$ cat src/rtl/svfloat_special_seq.sv
// svfloat_special_seq
// Walks all 256 ordered pairs of a 16-entry table of IEEE-754 single-precision
// special/boundary values and presents them on a shared operand bus. A
// free-running delay line tags each result cycle with the originating indices.

module svfloat_special_seq #(
    parameter int LATENCY = 1
) (
    input  logic        clk,
    input  logic        rst,
    input  logic        start,
    input  logic        stall,
    output logic [31:0] lhs,
    output logic [31:0] rhs,
    output logic [3:0]  lhs_idx,
    output logic [3:0]  rhs_idx,
    output logic        in_valid,
    output logic        res_valid,
    output logic [3:0]  res_lhs_idx,
    output logic [3:0]  res_rhs_idx,
    output logic        busy,
    output logic        done
);

    localparam logic [1:0] ST_IDLE  = 2'd0;
    localparam logic [1:0] ST_RUN   = 2'd1;
    localparam logic [1:0] ST_DRAIN = 2'd2;
    localparam logic [1:0] ST_DONE  = 2'd3;

    // DRAIN lasts LATENCY cycles: the counter starts at LATENCY-1 and exits at 0.
    localparam logic [2:0] DRAIN_LOAD = 3'(LATENCY - 1);

    logic [1:0]  state_reg, state_next;
    logic [3:0]  lhs_idx_reg, lhs_idx_next;
    logic [3:0]  rhs_idx_reg, rhs_idx_next;
    logic [2:0]  drain_cnt_reg, drain_cnt_next;
    logic [31:0] lhs_reg, rhs_reg;
    logic [7:0]  pair_inc;
    logic        issue;

    // Fixed table of special and boundary operands.
    function automatic logic [31:0] table_value(input logic [3:0] idx);
        logic [31:0] v;
        case (idx)
            4'd0:    v = 32'h0000_0000; // +0
            4'd1:    v = 32'h8000_0000; // -0
            4'd2:    v = 32'h7F80_0000; // +inf
            4'd3:    v = 32'hFF80_0000; // -inf
            4'd4:    v = 32'h7FC0_0000; // qNaN
            4'd5:    v = 32'h7F80_0001; // sNaN
            4'd6:    v = 32'h0000_0001; // +min subnormal
            4'd7:    v = 32'h807F_FFFF; // -max subnormal
            4'd8:    v = 32'h0080_0000; // +min normal
            4'd9:    v = 32'hFF7F_FFFF; // -max normal
            4'd10:   v = 32'h3F80_0000; // +1
            4'd11:   v = 32'hBF80_0000; // -1
            4'd12:   v = 32'h4000_0000; // +2
            4'd13:   v = 32'h3F00_0000; // +0.5
            4'd14:   v = 32'h7F7F_FFFF; // +max normal
            default: v = 32'h8000_0001; // -min subnormal
        endcase
        return v;
    endfunction

    assign issue    = (state_reg == ST_RUN) && !stall;
    // The index pair is treated as one 8-bit counter: rhs is the low nibble, so
    // its 15->0 wrap carries into lhs on the same edge.
    assign pair_inc = {lhs_idx_reg, rhs_idx_reg} + 8'd1;

    // Next-state and index sequencing.
    always_comb begin
        state_next     = state_reg;
        lhs_idx_next   = lhs_idx_reg;
        rhs_idx_next   = rhs_idx_reg;
        drain_cnt_next = drain_cnt_reg;
        case (state_reg)
            ST_IDLE: begin
                if (start) begin
                    state_next   = ST_RUN;
                    lhs_idx_next = 4'd0;
                    rhs_idx_next = 4'd0;
                end
            end
            ST_RUN: begin
                if (issue) begin
                    lhs_idx_next = pair_inc[7:4];
                    rhs_idx_next = pair_inc[3:0];
                    if (lhs_idx_reg == 4'd15 && rhs_idx_reg == 4'd15) begin
                        state_next     = ST_DRAIN;
                        drain_cnt_next = DRAIN_LOAD;
                    end
                end
            end
            ST_DRAIN: begin
                if (drain_cnt_reg == 3'd0) begin
                    state_next = ST_DONE;
                end else begin
                    drain_cnt_next = drain_cnt_reg - 3'd1;
                end
            end
            default: begin
                state_next = ST_IDLE;
            end
        endcase
    end

    // Control registers; operand words are read from the table at the next
    // index so lhs/rhs always track lhs_idx/rhs_idx without a combinational ROM.
    always_ff @(posedge clk) begin
        if (rst) begin
            state_reg     <= ST_IDLE;
            lhs_idx_reg   <= 4'd0;
            rhs_idx_reg   <= 4'd0;
            drain_cnt_reg <= 3'd0;
            lhs_reg       <= 32'd0;
            rhs_reg       <= 32'd0;
        end else begin
            state_reg     <= state_next;
            lhs_idx_reg   <= lhs_idx_next;
            rhs_idx_reg   <= rhs_idx_next;
            drain_cnt_reg <= drain_cnt_next;
            lhs_reg       <= table_value(lhs_idx_next);
            rhs_reg       <= table_value(rhs_idx_next);
        end
    end

    // Delay line matching the arithmetic latency; never stalled, so stalls
    // emerge as res_valid bubbles exactly LATENCY cycles later.
    genvar gi;
    generate
        for (gi = 0; gi < LATENCY; gi++) begin : g_dly
            logic [8:0] stage_reg;
            if (gi == 0) begin : g_first
                // First stage captures the issued pair.
                always_ff @(posedge clk) begin
                    if (rst) begin
                        stage_reg <= 9'd0;
                    end else begin
                        stage_reg <= {issue, lhs_idx_reg, rhs_idx_reg};
                    end
                end
            end else begin : g_rest
                // Later stages shift the tag along.
                always_ff @(posedge clk) begin
                    if (rst) begin
                        stage_reg <= 9'd0;
                    end else begin
                        stage_reg <= g_dly[gi-1].stage_reg;
                    end
                end
            end
        end
    endgenerate

    assign {res_valid, res_lhs_idx, res_rhs_idx} = g_dly[LATENCY-1].stage_reg;

    assign lhs      = lhs_reg;
    assign rhs      = rhs_reg;
    assign lhs_idx  = lhs_idx_reg;
    assign rhs_idx  = rhs_idx_reg;
    assign in_valid = issue;
    assign busy     = (state_reg == ST_RUN) || (state_reg == ST_DRAIN);
    assign done     = (state_reg == ST_DONE);

endmodule
$ cat config.mk
export PLATFORM = sky130hd
export DESIGN_NAME = svfloat_special_seq
export DESIGN_NICKNAME = d
export VERILOG_FILES = /design/src/rtl/svfloat_special_seq.sv
export SDC_FILE = /design/constraint.sdc
export NUM_CORES = 1
export LEC_CHECK = 0
export BUFFER_PORTS_ARGS = -buffer_cell sky130_fd_sc_hd__clkbuf_2
export CORE_ASPECT_RATIO = 1.75
export CORE_MARGIN = 2
export CORE_UTILIZATION = 25
export CTS_CLUSTER_SIZE = 16
export DETAILED_ROUTE_END_ITERATION = 10
export SYNTH_ARGS = -nofsm -noshare
export SYNTH_HDL_FRONTEND = slang
export SYNTH_SLANG_ARGS = --single-unit
$ cat constraint.sdc
create_clock -name clk -period 7 [get_ports clk]
set_input_delay 1.4 -clock clk [delete_from_list [all_inputs] [get_ports clk]]
set_output_delay 1.4 -clock clk [all_outputs]
set_load 0.02 [all_outputs]
==> impl_metrics.json, run 1 <==
{
  "crit_type": "flip-flop to primary output",
  "drive_gt1_frac": 0.404,
  "syn-num-nets": 259,
  "syn_area_mm2": 0.00223,
  "max-slew-margin-rel": 0.520,
  "min_period_ps": 3290,
  "clk_pin_slew_ps": 50,
  "cts_tree": "done",
  "critPathBufInv": 3,
  "first_pass_iters": 4,
  "drc": 0,
  "synth-seq-cells": 36,
  "synth_cells": 240,
  "antenna_found_initial": 0,
  "cts_buffer_depth": 2,
  "coreArea_mm2": 0.00867,
  "async_reset_ff_frac": 0,
  "synth_top_flop_cell": "dfxtp_1",
  "status": "finished, final reports clean",
  "synth-edff-count": 0,
  "grt_pass1_vias": 1548,
  "synth.avg_cell_area_um2": 9.31,
  "ant_nets": 0,
  "cts_setup_buffers": 0,
  "place_ws_ps": 3580,
  "drt_iter0_drc": 17,
  "crit_path_max_fanout": 18,
  "multi_input_area_mm2": 0.00104,
  "critPathLaunchType": "flip-flop",
  "pin_count": 88,
  "routed_wl_um": 4830,
  "synth_area_leaders": "dfxtp_1 (32%), buf_4 (17%), ha_1 (8.4%)",
  "cp.arrival_ps": 1890,
  "min_path_type": "flip-flop to flip-flop",
  "viasPerCell": 4.32,
  "synth_top_area_cell": "dfxtp_1",
  "min_period_over_period": 0.469,
  "ys_seq_area_frac": 0.323,
  "row_count": 45,
  "layout_commonest_cell": "clkbuf_2",
  "p_leak_uw": 0.00124,
  "cp_top_family": "adder cells",
  "clock_sinks": 36,
  "grt_pass1_wl_um": 7540,
  "n_fill_cell": 949,
  "path_cells": "inv_1 -> ha_1 -> inv_1 -> nor2_1 -> clkbuf_2",
  "final_cell_mix": "clkbuf_2 (87), dfxtp_1 (36), nor2_1 (20)",
  "vdd_drop_max_v": 0.000131,
  "num_vias": 1701,
  "power.density_mw_per_mm2": 258,
  "seqCellArea_um2": 721,
  "worst_path_max_delay_cell": "ha_1",
  "max_freq_mhz": 304,
  "place_area_mm2": 0.00240,
  "yosys.area.top_type_share": 0.323,
  "cp_slowest_stage_delay_ps": 620,
  "finalInstanceArea_mm2": 0.00254,
  "worst_setup_path_end_kind": "primary output",
  "setup_ws_ps": 3710,
  "tightest_slew_ps": 720,
  "antenna_cells": 0,
  "die_x_um": 75.5,
  "setup_viol": 0,
  "die_area_mm2": 0.00974,
  "numCtsBuffers": 5,
  "holdBufCountCts": 0,
  "initial_core_util": 0.258,
  "cts.repair.resized": 0,
  "worstPathRequired_ps": 5600,
  "cp_common_cell": "inv_1",
  "areaGrowthSynthToFinish_pct": 13.6,
  "yosysWarnings": 0,
  "dieHeight_um": 129,
  "clock_latency_ps": 280,
  "cap_viol_max_count": 0,
  "dp_hpwl_um": 3740,
  "io_buffer_count": 87,
  "gr-total-overflow": 0,
  "grt_max_degree": 34,
  "nets": 296,
  "h-tree-depth": 2,
  "track_usage": 0.103,
  "largest_reg_flops": 9,
  "maxSlewViolCount": 0,
  "routedWlPerCell_um": 12.3,
  "setup_tns_ps": 0,
  "hold_viol_final": 0,
  "grt_setup_unrepaired": "no",
  "gp_congestion": 0.918,
  "ys_types": 56,
  "skew_ps": 2.98,
  "ctsRootBufferMaster": "clkbuf_16"
}
==> path summary, 6_finish.rpt <==
kind,from,endpoint,slack (ps),depth (start not counted)
max,state_reg[1],in_valid,3710,5
min,drain_cnt_reg[1],drain_cnt_reg[1],500,2
max reg2reg,state_reg[1],lhs[30],4210,9
min reg2reg,drain_cnt_reg[1],drain_cnt_reg[1],500,2
==> tightest hold or removal path, stage by stage, from the launching register on <==
cell	delay, ps
dfxtp_1	300
nor2_1	90
a211oi_1	50
==> cell usage after synthesis (2+ instances only) <==
cell,n
xnor2_1,3
mux2_2,2
a31oi_1,2
nor2b_1,6
buf_4,50
nor2_1,20
nand2b_1,4
buf_2,2
o211a_1,2
a211oi_1,7
nand3_1,3
o22ai_1,3
o31a_1,2
inv_1,13
ha_1,15
dfxtp_1,36
nor3_1,4
a211oi_2,4
xor2_1,2
a311oi_1,3
o21bai_1,2
clkbuf_1,3
or3_1,2
nand2_1,9
mux2i_1,4
o21ai_0,3
inv_2,2
a21oi_1,4
==> through the flow <==
stage	std cells	total power, uW	utilization	hold WS, ps
6_report	394	654	0.293	496
5_1_grt	394	699	0.293	535
4_1_cts	394	666	0.293	506
3_5_place_dp	387	450	0.277	499
3_3_place_gp	387	443	0.277	483
2_1_floorplan	240	405	-	466
==> cell families after synthesis <==
group | Yosys count | synth area share
simple gates | 55 | 0.128
compound gates | 49 | 0.191
buf+inv | 72 | 0.210
fa+ha+maj | 15 | 0.0840
xor+xnor | 6 | 0.0269
mux | 7 | 0.0381
flops | 36 | 0.323
==> power breakdown <==
part	switching, uW	leakage, uW	total, uW	internal [uW]
sequential	14.5	0.000291	238	223
combinational	127	0.000883	206	78.9
clock	80.7	0.0000667	210	129
total	223	0.00124	654	431
==> per-layer routing <==
metal	track usage	vias up	share of wire	wire, um
met5	0	-	0	0
met4	0.0630	0	0.030	144
met3	0.0194	9	0.050	241
met2	0.175	47	0.54	2610
met1	0.114	803	0.38	1830
li1	-	842	-	-
==> final cells by class <==
type | instances | share of cell area
timing repair buffer | 87 | 0.172
multi-input combinational | 132 | 0.412
sequential | 36 | 0.284
tap | 117 | 0.0577
clock buffer | 6 | 0.0508
clock inverter | 1 | 0.00197
inverter | 15 | 0.0222
(Power assumes the default switching activity.)
==> run 2: changes to the inputs <==
--- a/config.mk
+++ b/config.mk
@@ -5,6 +5,7 @@
 export SDC_FILE = /design/constraint.sdc
 export NUM_CORES = 1
 export LEC_CHECK = 0
+export ABC_AREA = 1
 export BUFFER_PORTS_ARGS = -buffer_cell sky130_fd_sc_hd__clkbuf_2
 export CORE_ASPECT_RATIO = 1.75
 export CORE_MARGIN = 2
==> constraint.sdc (replaced) <==
create_clock -name clk -period 3.34 [get_ports clk]
set_input_delay 0.668 -clock clk [delete_from_list [all_inputs] [get_ports clk]]
set_output_delay 0.668 -clock clk [all_outputs]
set_load 0.02 [all_outputs]
==> run 2 against run 1 <==
Wire length up 3.9%. Critical endpoint is now lhs[22]. First-iteration DRC count rose to 5.4 times the previous value. Cell area down 0.99%. Critical path type is now flip-flop to flip-flop. Count of clock-buffer cells in the layout up 1.
==> impl_metrics.json, run 2 <==
{
  "rrSetupSlack_ps": 940,
  "dieHeight_um": 127,
  "synth_most_common_cell": "nand2_1",
  "largest_reg_flops": 9,
  "initial_core_util": 0.254,
  "grt_max_degree": 22,
  "clock_sinks": 36,
  "dp_hpwl_um": 4130,
  "synth_area_leaders": "dfxtp_1 (33%), buf_4 (17%), nand2_1 (10%)",
  "power.density_mw_per_mm2": 523,
  "fin_cells": 450,
  "ys_seq_area_frac": 0.332,
  "areaGrowthSynthToFinish_pct": 15.7,
  "final_cell_mix": "clkbuf_2 (87), nand2_1 (58), dfxtp_1 (36)",
  "clock_latency_ps": 280,
  "tightest_slew_ps": 621,
  "yosysWarnings": 0,
  "worstRegToRegCells": 14,
  "cap_viol_max_count": 0,
  "vdd_drop_max_v": 0.000358,
  "p_sw_frac": 0.328,
  "skew_ps": 5.56,
  "grt_setup_unrepaired": "no",
  "ys_types": 26,
  "cp.arrival_ps": 2560,
  "holdBufCountCts": 0,
  "yosys.area.top_type_share": 0.332,
  "synth.avg_cell_area_um2": 7.41,
  "track_usage": 0.110,
  "worstHoldEndpoint": "drain_cnt_reg[2]",
  "fin_util": 0.294,
  "cts_tree": "done",
  "die_x_um": 74.4,
  "critPathLaunchType": "flip-flop",
  "numCtsBuffers": 5,
  "hp-start": "drain_cnt_reg[2]",
  "routed_wl_um": 5020,
  "cts_setup_buffers": 0,
  "die_area_mm2": 0.00947,
  "worstSetupStartpoint": "state_reg[1]",
  "p_sw_uw": 431,
  "synth_common_cells": "nand2_1 (58), buf_4 (50), dfxtp_1 (36)",
  "cts.repair.resized": 0,
  "syn-num-nets": 312,
  "cts_buffer_depth": 2,
  "worst_setup_path_end_kind": "flip-flop",
  "syn_area_mm2": 0.00217,
  "comb_power_share": 0.268,
  "first_pass_iters": 6,
  "ctsRootBufferMaster": "clkbuf_16",
  "timing.rr.start": "state_reg[1]",
  "layout_commonest_cell": "clkbuf_2",
  "pin_count": 88,
  "grt_pass1_wl_um": 7870,
  "io_buffer_count": 87,
  "antenna_cells": 0,
  "min_period_over_period": 0.718,
  "synth_top_area_cell": "dfxtp_1",
  "drc": 0,
  "nets": 352,
  "max-slew-margin-rel": 0.586,
  "status": "finished, final reports clean",
  "clk_pin_slew_ps": 50,
  "hold_viol_final": 0,
  "worstPathRequired_ps": 3500,
  "setup_viol": 0,
  "drt_iter0_drc": 92,
  "setup_ws_ps": 941,
  "place_ws_ps": 976,
  "drive_gt1_frac": 0.360,
  "ant_nets": 0,
  "synth-edff-count": 0,
  "crit_type": "flip-flop to flip-flop",
  "gp_congestion": 0.848,
  "num_vias": 1838,
  "routedWlPerCell_um": 11.2,
  "p_leak_uw": 0.00139,
  "synth-seq-cells": 36,
  "r2r_end": "lhs[22]",
  "synth_cells": 293,
  "async_reset_ff_frac": 0,
  "maxSlewViolCount": 0,
  "dp_cells": 443,
  "clkPwrFrac": 0.366,
  "h-tree-depth": 2,
  "gr-total-overflow": 0,
  "min_path_type": "flip-flop to flip-flop",
  "synth_top_flop_cell": "dfxtp_1",
  "min_period_ps": 2400,
  "coreArea_mm2": 0.00856,
  "whs_ps": 475,
  "antenna_found_initial": 0,
  "crit_path_max_fanout": 13,
  "intPower_uw": 882,
  "grt_pass1_vias": 1690,
  "viasPerCell": 4.08,
  "row_count": 45,
  "whs_path_depth": 2,
  "setup_tns_ps": 0,
  "power_frac_seq": 0.366,
  "max_freq_mhz": 417
}
run 2: routing by layer:
metal,GRT usage,vias up,share of wire
li1,-,923,-
met1,0.101,826,0.35
met2,0.212,80,0.56
met3,0.0284,9,0.068
met4,0.0525,0,0.022
met5,0,-,0
run 2: worst max path at each step:
stage | endpoint | depth (start not counted) | slack [ps]
floorplan | lhs[29] | 13 | 1350
global placement | lhs[29] | 14 | 1070
detailed placement | lhs[29] | 14 | 980
CTS | lhs[29] | 14 | 950
global route | lhs[22] | 14 | 690
finish | lhs[22] | 14 | 940
run 2: cell type report:
class | instances | area [um^2]
multi-input combinational | 163 | 907
clock buffer | 7 | 153
fill | 991 | 6050
tap | 117 | 146
timing repair buffer | 87 | 435
sequential | 36 | 721
inverter | 40 | 150
run 2: cells by family after synthesis:
group / count (synthesis) / synth area share
AND/OR/NAND/NOR: 116 / 0.240
buffers and inverters: 94 / 0.250
flip-flops: 36 / 0.332
AO/OA/AOI/OAI: 30 / 0.0795
adder cells (fa/ha/maj): 15 / 0.0865
XOR/XNOR: 2 / 0.0115
run 2: power by group through the flow:
| stage | registers, uW | clock network, uW | logic [uW] |
|---|---|---|---|
| after detailed placement | 490 | 0 | 351 |
| after floorplan | 499 | 0 | 265 |
| after global routing | 483 | 509 | 403 |
| final | 481 | 480 | 352 |
| after CTS | 480 | 493 | 353 |
| after global placement | 488 | 0 | 339 |
run 2: metrics by stage:
| stage | cell area [um^2] | total power (uW) |
|---|---|---|
| 6_report | 2510 | 1310 |
| 5_1_grt | 2510 | 1400 |
| 3_5_place_dp | 2360 | 841 |
| 2_1_floorplan | 2170 | 764 |
| 3_3_place_gp | 2360 | 827 |
| 4_1_cts | 2510 | 1330 |
run 2: critical path, stage by stage, from the launching register on:
cell and delay (ps):
dfxtp_1 330, inv_1 100, ha_1 440, nor2_2 90, nor2_4 220, inv_2 80
nor2_1 90, nand2_1 60, nand2_1 180, inv_1 100, ha_1 190, inv_1 100
nand3_1 110, nand3_1 120, nand2_1 80
